--- src/rtl/sar_search.sv ---
// Successive-approximation search controller driving the B input of a magnitude
// comparator; binary-searches operand A from the equals/larger/smaller flags.
module sar_search #(
    parameter int WIDTH = 4
) (
    input  logic             clk,
    input  logic             reset,
    input  logic             start,
    input  logic             cmp_equals,
    input  logic             cmp_larger,
    input  logic             cmp_smaller,
    output logic [WIDTH-1:0] guess,
    output logic             busy,
    output logic             done,
    output logic [WIDTH-1:0] found,
    output logic             error
);

    localparam int KW = (WIDTH > 1) ? $clog2(WIDTH) : 1;

    typedef enum logic {IDLE, TRIAL} state_t;

    state_t           state_reg;
    logic [KW-1:0]    k_reg;
    logic [WIDTH-1:0] guess_next;
    logic             one_hot;
    logic             k_zero;
    logic             finish_now;

    assign one_hot    = $onehot({cmp_equals, cmp_larger, cmp_smaller});
    assign k_zero     = (k_reg == '0);
    // Every outcome other than a clean narrowing step terminates the search here.
    assign finish_now = !one_hot || cmp_equals || (cmp_larger && k_zero);

    // Per-bit narrowing: drop the trial bit on "smaller", arm the next lower bit.
    generate
        for (genvar gi = 0; gi < WIDTH; gi++) begin : g_next
            always_comb begin
                guess_next[gi] = guess[gi];
                if (cmp_smaller && (k_reg == KW'(gi)))
                    guess_next[gi] = 1'b0;
                if (!k_zero && ((k_reg - KW'(1)) == KW'(gi)))
                    guess_next[gi] = 1'b1;
            end
        end
    endgenerate

    always_ff @(posedge clk or posedge reset) begin
        if (reset) begin
            state_reg <= IDLE;
            guess     <= '0;
            k_reg     <= '0;
            found     <= '0;
            busy      <= 1'b0;
            done      <= 1'b0;
            error     <= 1'b0;
        end else begin
            done <= 1'b0;
            case (state_reg)
                IDLE: begin
                    if (start) begin
                        guess     <= {1'b1, {(WIDTH-1){1'b0}}};
                        k_reg     <= KW'(WIDTH - 1);
                        found     <= '0;
                        error     <= 1'b0;
                        busy      <= 1'b1;
                        state_reg <= TRIAL;
                    end
                end
                TRIAL: begin
                    if (finish_now) begin
                        found     <= guess;
                        error     <= !one_hot || cmp_larger;
                        done      <= 1'b1;
                        busy      <= 1'b0;
                        guess     <= '0;
                        state_reg <= IDLE;
                    end else if (k_zero) begin
                        // Only "smaller" reaches here at the LSB, so A is guess with bit 0 cleared.
                        found     <= guess_next;
                        error     <= 1'b0;
                        done      <= 1'b1;
                        busy      <= 1'b0;
                        guess     <= '0;
                        state_reg <= IDLE;
                    end else begin
                        guess <= guess_next;
                        k_reg <= k_reg - KW'(1);
                    end
                end
                default: state_reg <= IDLE;
            endcase
        end
    end

endmodule

--- config.mk ---
export PLATFORM = sky130hd
export DESIGN_NAME = sar_search
export DESIGN_NICKNAME = d
export VERILOG_FILES = /design/src/rtl/sar_search.sv
export SDC_FILE = /design/constraint.sdc
export NUM_CORES = 1
export LEC_CHECK = 0
export ABC_AREA = 1
export CAP_MARGIN = 20
export CORE_MARGIN = 2
export CORE_UTILIZATION = 59
export CTS_CLUSTER_SIZE = 14
export DETAILED_ROUTE_END_ITERATION = 7
export DONT_BUFFER_PORTS = 1
export GPL_TIMING_DRIVEN = 0
export HOLD_SLACK_MARGIN = 0.02
export PLACE_DENSITY = 0.77
export SKIP_LAST_GASP = 1
export SYNTH_ARGS = -nofsm -noshare
export SYNTH_HDL_FRONTEND = slang
export SYNTH_SLANG_ARGS = --single-unit
--- constraint.sdc ---
create_clock -name clk -period 2 [get_ports clk]
set_clock_uncertainty 0.05 [all_clocks]
set_input_delay 0.2 -clock clk [delete_from_list [all_inputs] [get_ports clk]]
set_output_delay 0.2 -clock clk [all_outputs]
set_load 0.03 [all_outputs]
==> results.txt, run 1 <==
The flow ran to the end, and the final reports show no timing, DRC or antenna violations. The count of boundary I/O pins is 17. Each instance of the synthesized netlist takes up on average 8.21 sq um. 0 antenna diodes ended up in the layout.

The global-route total usage across every layer is 22.2%. Of the post-synthesis cell area, the part taken by muxes is 0%. The worst hold-check slack is 38.9 ps. The headroom to the max-slew limit is 65.3%.

Entering global routing, the biggest net connects 15 pins. The worst voltage drop across the vdd grid came out at 0.728 mV. The clock root buffer is clkbuf_4. The shortest clock period the worst path allows after layout came out at 1700 ps.

The remaining design rule violation count came out at 0. The sequential-to-total area share from yosys stat came out at 42.2%. The leakage power figure is 0.487 nW. The routed wire length per instance is 13.7 microns. The number of hold violations in the final report is 0. The floorplan die area is 0.00172 sq mm. At the worst endpoint, the required time is 2140 ps. The clock-pin slew of the registers on the worst-case setup and hold paths came out at 90 ps. The number of max-cap violations is 0. The post-detailed-route count of antenna-violating nets is 0. The share of synthesized cell area in full adder, half adder and majority cells came out at 13.0%. The total power divided by cell area is 1310 mW/mm^2.

The fraction of the mapped netlist area in compound gates is 10.6%. In this run switching power makes up 48.2% of total power. The largest family of logic cells by synthesized area is simple AND/OR/NAND/NOR gates.

The number of vias in the routed layout came out at 681. The number of antenna violations at the first check in global routing came to 0. From synthesis to final layout, the design area changed by 7.84%. The post-synthesis share of cell area spent on xor and xnor gates is 0%. The cell area reported after detailed placement is 848 sq um. The worst setup path is captured at a flop. The HPWL after detailed placement is 1.22 mm. The vertical extent of the die is 41.5 microns. The post-synth net total came out at 115.

The wire length of the first global-routing pass came out at 2.91 mm. The number of max-slew violations in the final report is 0. Routability-driven placement finished with a final weighted congestion of 0.831. Setup repair after global routing left no endpoint under its margin.

The total buffers and inverters traversed by the critical path came out at 2. The setup TNS came out at 0 ps. In the routed layout, each cell is associated on average with a via count of 5.63. Among cell families on the critical path, the largest total delay comes from simple AND/OR/NAND/NOR gates. The transition time of the tightest slew-check pin is 520 ps. Post-CTS timing repair inserted 0 buffers for setup. The critical path is of the flop to flop type. The post-cts sizing count came out at 0. The site row count came out at 13.

The depth of the CTS H-tree is 1. The total number of yosys warnings came out at 0. Summed over all layers, the routed wires come to 1.66 mm. Static timing analysis puts the maximum clock frequency at 590 MHz. The part of the cycle the worst path needs came out at 84.8%. The worst hold path belongs to the class input pin to flop. The die width came out at 41.5 microns. Combinational cells account for 30.1% of the total power.

The clock reaches the later pin of the worst-skew pair after 290 ps. The worst path arrival time is 1830 ps. The standard cell with the maximum stage delay on the critical path is dfrtp_1. The synthesized cell area came out at 830 sq um. The first detailed-routing pass ran for 4 iterations. The total instance count after detailed placement is 116. The part of the power in registers is 51.9%.

The number of inserted filler cells in the final layout is 113. The post-layout instance count excluding filler cells is 121. The simple-gate share of the synthesized area is 25.2%. The fraction of layout cells with a size suffix above 1 came out at 15.1%. The number of DRC markers in iteration 0 is 9. The fraction of power consumed by the clock network came out at 18.0%. Summed over all layers, the global routing overflow is 0. TritonCTS built the clock tree. The analysis attributes to net switching a power of 0.567 mW. The total number of nets in the final design came out at 121. The number of buffers added on ports is 0. The number of global-route vias before repair came out at 732. The clock passes through at most 2 buffers. The internal power of the cells totals 0.609 mW. The critical path launch point type is a flop. The number of sinks handled by clock tree synthesis is 14. The worst-path maximum fanout came out at 7. Walking the worst path, the cells encountered are inv_1 > ha_1 > nand2_1 > inv_1 > nor2_2 > nand2_1 > nand3_1 > nand2_1.

The number of buffers added by the clock tree synthesis step is 3. The most used cell along the critical path is nand2_1. The core footprint is 0.00130 sq mm. Synthesis inferred 14 register bits.

In the synthesized netlist, the number of instances is 101. With fillers left out, the area of the finished cells amounts to 895 sq um. The worst stage delay on the critical path came out at 480 ps. The number of failing setup endpoints in the final timing report is 0. The starting density of the core is 63.8%.

After synthesis, the netlist uses 19 different library cells.
power by group through the flow:
stage               sequential [mW]  combinational [mW]  clock (mW)
floorplan                     0.585               0.285           0
global placement              0.610               0.328           0
detailed placement            0.615               0.349           0
CTS                           0.609               0.354       0.208
global route                  0.620               0.407       0.227
finish                        0.610               0.354       0.212
area by class of cell:
cell class | instances | area [sq um] | area share, %
multi-input cells | 67 | 404 | 45.2
flip-flops and latches | 14 | 350 | 39.2
inverters | 20 | 75.1 | 8.39
clock buffers | 4 | 36.3 | 4.06
well taps | 15 | 18.8 | 2.10
repair buffers | 1 | 10.0 | 1.12
cell usage after synthesis:
master   instances  area [sq um]
nand2_2          2          12.5
nor3_2           1          10.0
nand2_1         26          97.6
o22ai_1          2          12.5
nand2_4          1          11.3
o21ai_1          2          10.0
nand4_2          1          12.5
dfrtp_1         14           350
a22oi_2          1          12.5
nor2_1           6          22.5
fa_1             1          20.0
o21ai_0          1          5.00
inv_2            2          7.51
o21ai_2          2          17.5
ha_1             7          87.6
a21oi_1          6          30.0
nor2_2           2          12.5
inv_1           18          67.6
nand3_1          6          30.0
worst paths after layout:
kind / startpoint / end / slack, ps / cells past startpoint
min in group asynchronous: reset / k_reg[1] / 330 / 2
min reg2reg: k_reg[1] / guess[0] / 550 / 1
min: start / guess[0] / 40 / 3
max in group asynchronous: reset / busy / 1230 / 2
max reg2reg: k_reg[0] / found[0] / 300 / 8
max: k_reg[0] / found[0] / 300 / 8
stage by stage:
stage          worst slack (ps)  utilization (%)  power, mW
4_1_cts                     325             68.8       1.17
2_1_floorplan               570                -      0.871
3_5_place_dp                349             65.2      0.964
6_report                    304             68.8       1.18
3_3_place_gp                392             65.2      0.938
5_1_grt                     189             68.8       1.25
tightest hold or removal path, cell delays in order:
cell and delay (ps):
nor2_1 30, nand2_1 60, a22oi_2 50
logic make-up after synthesis:
kind of cell / Yosys count
flip-flops: 14
AND/OR/NAND/NOR: 45
buffers and inverters: 20
adder cells (fa/ha/maj): 8
AO/OA/AOI/OAI: 14
layer usage:
metal / global-route usage, % / vias up / wire length [microns]
li1: - / 330 / -
met2: 39.1 / 17 / 812
met4: 11.6 / 0 / 37
met3: 6.09 / 6 / 78
met5: 0 / - / 0
met1: 23.9 / 328 / 730
placed cells by master, fill, tap and decap left out, drive strengths merged:
cell type     n
nand4         1
o22ai         2
nor2          8
nor3          1
dlygate4sd3   1
dfrtp        14
o21ai         5
fa            1
inv          20
a22oi         1
ha            7
nand3         6
a21oi         6
clkbuf        4
nand2        29
what timing repair did:
action | in CTS | in global routing
endpoints found under the setup margin | 0 | 0
hold endpoints to repair | 14 | 0
hold buffers | 1 | 0
(Power assumes the default switching activity.)
==> run 2: changes to the inputs <==
--- a/config.mk
+++ b/config.mk
@@ -8,13 +8,13 @@
 export ABC_AREA = 1
 export CAP_MARGIN = 20
 export CORE_MARGIN = 2
-export CORE_UTILIZATION = 59
+export CORE_UTILIZATION = 54
 export CTS_CLUSTER_SIZE = 14
 export DETAILED_ROUTE_END_ITERATION = 7
 export DONT_BUFFER_PORTS = 1
 export GPL_TIMING_DRIVEN = 0
 export HOLD_SLACK_MARGIN = 0.02
-export PLACE_DENSITY = 0.77
+export PLACE_DENSITY = 0.74
 export SKIP_LAST_GASP = 1
 export SYNTH_ARGS = -nofsm -noshare
 export SYNTH_HDL_FRONTEND = slang
==> constraint.sdc (replaced) <==
create_clock -name clk -period 1.5 [get_ports clk]
set_clock_uncertainty 0.05 [all_clocks]
set_input_delay 0.15 -clock clk [delete_from_list [all_inputs] [get_ports clk]]
set_output_delay 0.15 -clock clk [all_outputs]
set_load 0.03 [all_outputs]
==> results.txt, run 2 (synthesis gave the netlist of run 1 again) <==
The HPWL after detailed placement came out at 1.12 mm (was 1.22 mm). Run status: finished, final reports clean (unchanged). The number of antenna violations at the first check in global routing is 0 (unchanged). The worst setup slack before clock tree synthesis is -164 ps (was 349 ps).

The routability-driven placement congestion ratio was 0.870 (was 0.831). The cell area reported after detailed placement is 850 sq um (was 848 sq um). The length of the first detailed-routing pass in iterations came to 4 (unchanged). The length of routed met2 wiring is 800 microns (was 812 microns). The number of sinks handled by clock tree synthesis is 14 (unchanged).

The worst voltage drop across the vdd grid came to 0.964 mV (was 0.728 mV). The fmax is 703 MHz (was 590 MHz). The number of global-route vias before repair came out at 599 (was 732). The type of the worst setup path was flop to flop (unchanged). The number of max-cap violations is 0 (unchanged). The end point of the worst hold path was error (was guess[0]).

The terminus of the critical flop-to-flop path is found[3] (was found[0]). The start of the worst register-to-register path is k_reg[0] (unchanged). The remaining global-route overflow came out at 0 (unchanged). The sum of met3 wire segment lengths after detailed routing came out at 85 microns (was 78 microns). The post-layout instance count excluding filler cells came out at 125 (was 121). The origin of the worst setup path is k_reg[0] (unchanged).

The final antenna diode count is 0 (unchanged). The cell depth of the worst min-delay path is 2 (was 3). The number of inserted filler cells in the final layout was 137 (was 113).

The shortest clock period the worst path allows after layout is 1420 ps (was 1700 ps). The clock latency at the later pin of the worst-skew pair is 270 ps (was 290 ps). The final design area excluding fillers is 931 sq um (was 895 sq um). The standard cell with the maximum stage delay on the critical path is dfrtp_2 (was dfrtp_1). The utilization after layout is 63.3% (was 68.8%).

The global-route total usage across every layer was 18.9% (was 22.2%). The post-route total power is 1.59 mW (was 1.18 mW). The data required time at the worst endpoint is 1620 ps (was 2140 ps).

The internal reg-to-reg setup slack came out at 80 ps (was 300 ps). The number of hold violations in the final report came out at 0 (unchanged). The site row count is 14 (was 13). The remaining design rule violation count is 0 (unchanged). The total number of nets in the final design came to 124 (was 121). The leakage power figure is 0.492 nW (was 0.487 nW). The endpoint kind of the worst setup timing path is a flop (unchanged).

The total power divided by cell area came out at 1710 mW/mm^2 (was 1310 mW/mm^2). The number of buffers added by the clock tree synthesis step came to 3 (unchanged). The final routed wirelength across all metal layers came out at 1.59 mm (was 1.66 mm). The routed length on met1 came to 693 microns (was 730 microns).

The number of DRC markers in iteration 0 is 4 (was 9). The average vias per placed instance is 5.30 (was 5.63). The family of cells with the greatest summed delay on the critical path is flip-flops (was simple AND/OR/NAND/NOR gates). The worst stage delay on the critical path came out at 420 ps (was 480 ps).

The number of failing setup endpoints in the final timing report came out at 0 (unchanged). The topmost layer with routed signal wires is met4 (unchanged). The number of vias in the routed layout came out at 663 (was 681).

The part of the cycle the worst path needs came to 94.8% (was 84.8%). The worst min-delay path category is input pin to flop (unchanged). Most frequent cells in the layout: 26 x nand2_1, 16 x inv_1, 12 x dfrtp_1 (was 26 x nand2_1, 18 x inv_1, 14 x dfrtp_1). The headroom to the max-slew limit came out at 65.6% (was 65.3%).

The critical path launch point type is a flop (unchanged). The floorplan die area is 0.00187 sq mm (was 0.00172 sq mm). The buffer depth of the longest clock path came out at 2 (unchanged).

The number of max-slew violations in the final report came out at 0 (unchanged). The post-detailed-route count of antenna-violating nets is 0 (unchanged). The routed wire length per instance was 12.7 microns (was 13.7 microns). The worst path arrival time is 1550 ps (was 1830 ps). Unrepaired setup endpoints after global routing: no (unchanged). The logic depth of the worst register-to-register path was 7 (was 8). The total buffers and inverters traversed by the critical path came out at 2 (unchanged). The core footprint came to 0.00147 sq mm (was 0.00130 sq mm). The wire length of the first global-routing pass was 2.59 mm (was 2.91 mm).

The clock-pin slew of the registers on the worst-case setup and hold paths is 90 ps (about the same). The largest net degree at the start of global routing is 15 (unchanged). The clock root buffer is clkbuf_4 (unchanged). The die width is 43.2 microns (was 41.5 microns).

The area overhead of the layout relative to synthesis is 12.2% (was 7.84%). The worst hold path startpoint is cmp_larger (was start). The vertical extent of the die is 43.2 microns (was 41.5 microns). The fraction of layout cells with a size suffix above 1 is 21.1% (was 15.1%). The final setup slack of the worst path was 77.9 ps (was 304 ps). The most common cell after layout, fill and taps aside is nand2_1 (unchanged).

Worst-path cell chain: inv_1 > ha_2 > inv_1 > nand4_2 > nand2_4 > nand2_1 > o21ai_2 (was inv_1 > ha_1 > nand2_1 > inv_1 > nor2_2 > nand2_1 > nand3_1 > nand2_1). The CTS tree was built (unchanged). The most used cell along the critical path is inv_1 (was nand2_1). The total instance count after detailed placement is 117 (was 116). The worst-path maximum fanout is 8 (was 7). The depth of the CTS H-tree came out at 1 (unchanged). The count of boundary I/O pins came out at 17 (unchanged). The transition time of the tightest slew-check pin is 515 ps (was 520 ps). The starting density of the core is 56.4% (was 63.8%). The number of buffers added on ports is 0 (unchanged).
[run 2: cell types whose count changed in the layout (fill, tap and decap cells not counted), moves of 2 or more]
| cell | previous run | this run |
|---|---|---|
| inv_2 | 2 | 4 |
| buf_4 | 0 | 2 |
| inv_1 | 18 | 16 |
| dfrtp_2 | 0 | 2 |
| dfrtp_1 | 14 | 12 |
[run 2: timing repair]
item | CTS | global route
endpoints found under the hold margin | 15 | 0
pin swaps | 0 | 1
resized for setup | 3 | 3
setup endpoints to repair | 9 | 7
hold buffers | 2 | 0
setup buffers | 2 | 0
[run 2: final cells by class]
cell class              instances  area, sq um  share of cell area [%]
clock buffers                   4         36.3                    3.90
inverters                      20         75.1                    8.06
multi-input cells              67          412                    44.2
flip-flops and latches         14          353                    37.9
well taps                      16         20.0                    2.15
repair buffers                  4         35.0                    3.76
[run 2: power breakdown]
group          total [mW]  switching [mW]  internal (mW)
Sequential          0.784           0.286          0.498
Clock               0.279           0.132          0.147
Combinational       0.525           0.330          0.195
[run 2: layer usage]
| metal | GRT usage, % | vias to the layer above |
|---|---|---|
| met1 | 24.9 | 304 |
| li1 | - | 333 |
| met4 | 5.45 | 0 |
| met2 | 30.7 | 24 |
| met3 | 4.26 | 2 |
| met5 | 0 | - |
[run 2: worst max path at each step]
stage,to,slack [ps],cells past startpoint
after floorplan,found[1],70,8
after global placement,guess[1],-110,7
after detailed placement,guess[1],-160,7
after CTS,guess[1],50,7
after global routing,found[2],10,7
final,found[3],80,7
[run 2: through the flow]
stage          hold slack (ps)  setup TNS [ps]
6_report                  37.3               0
3_5_place_dp              55.5            -900
2_1_floorplan            -10.8               0
3_3_place_gp              42.4            -560
5_1_grt                   49.9               0
4_1_cts                   38.1               0
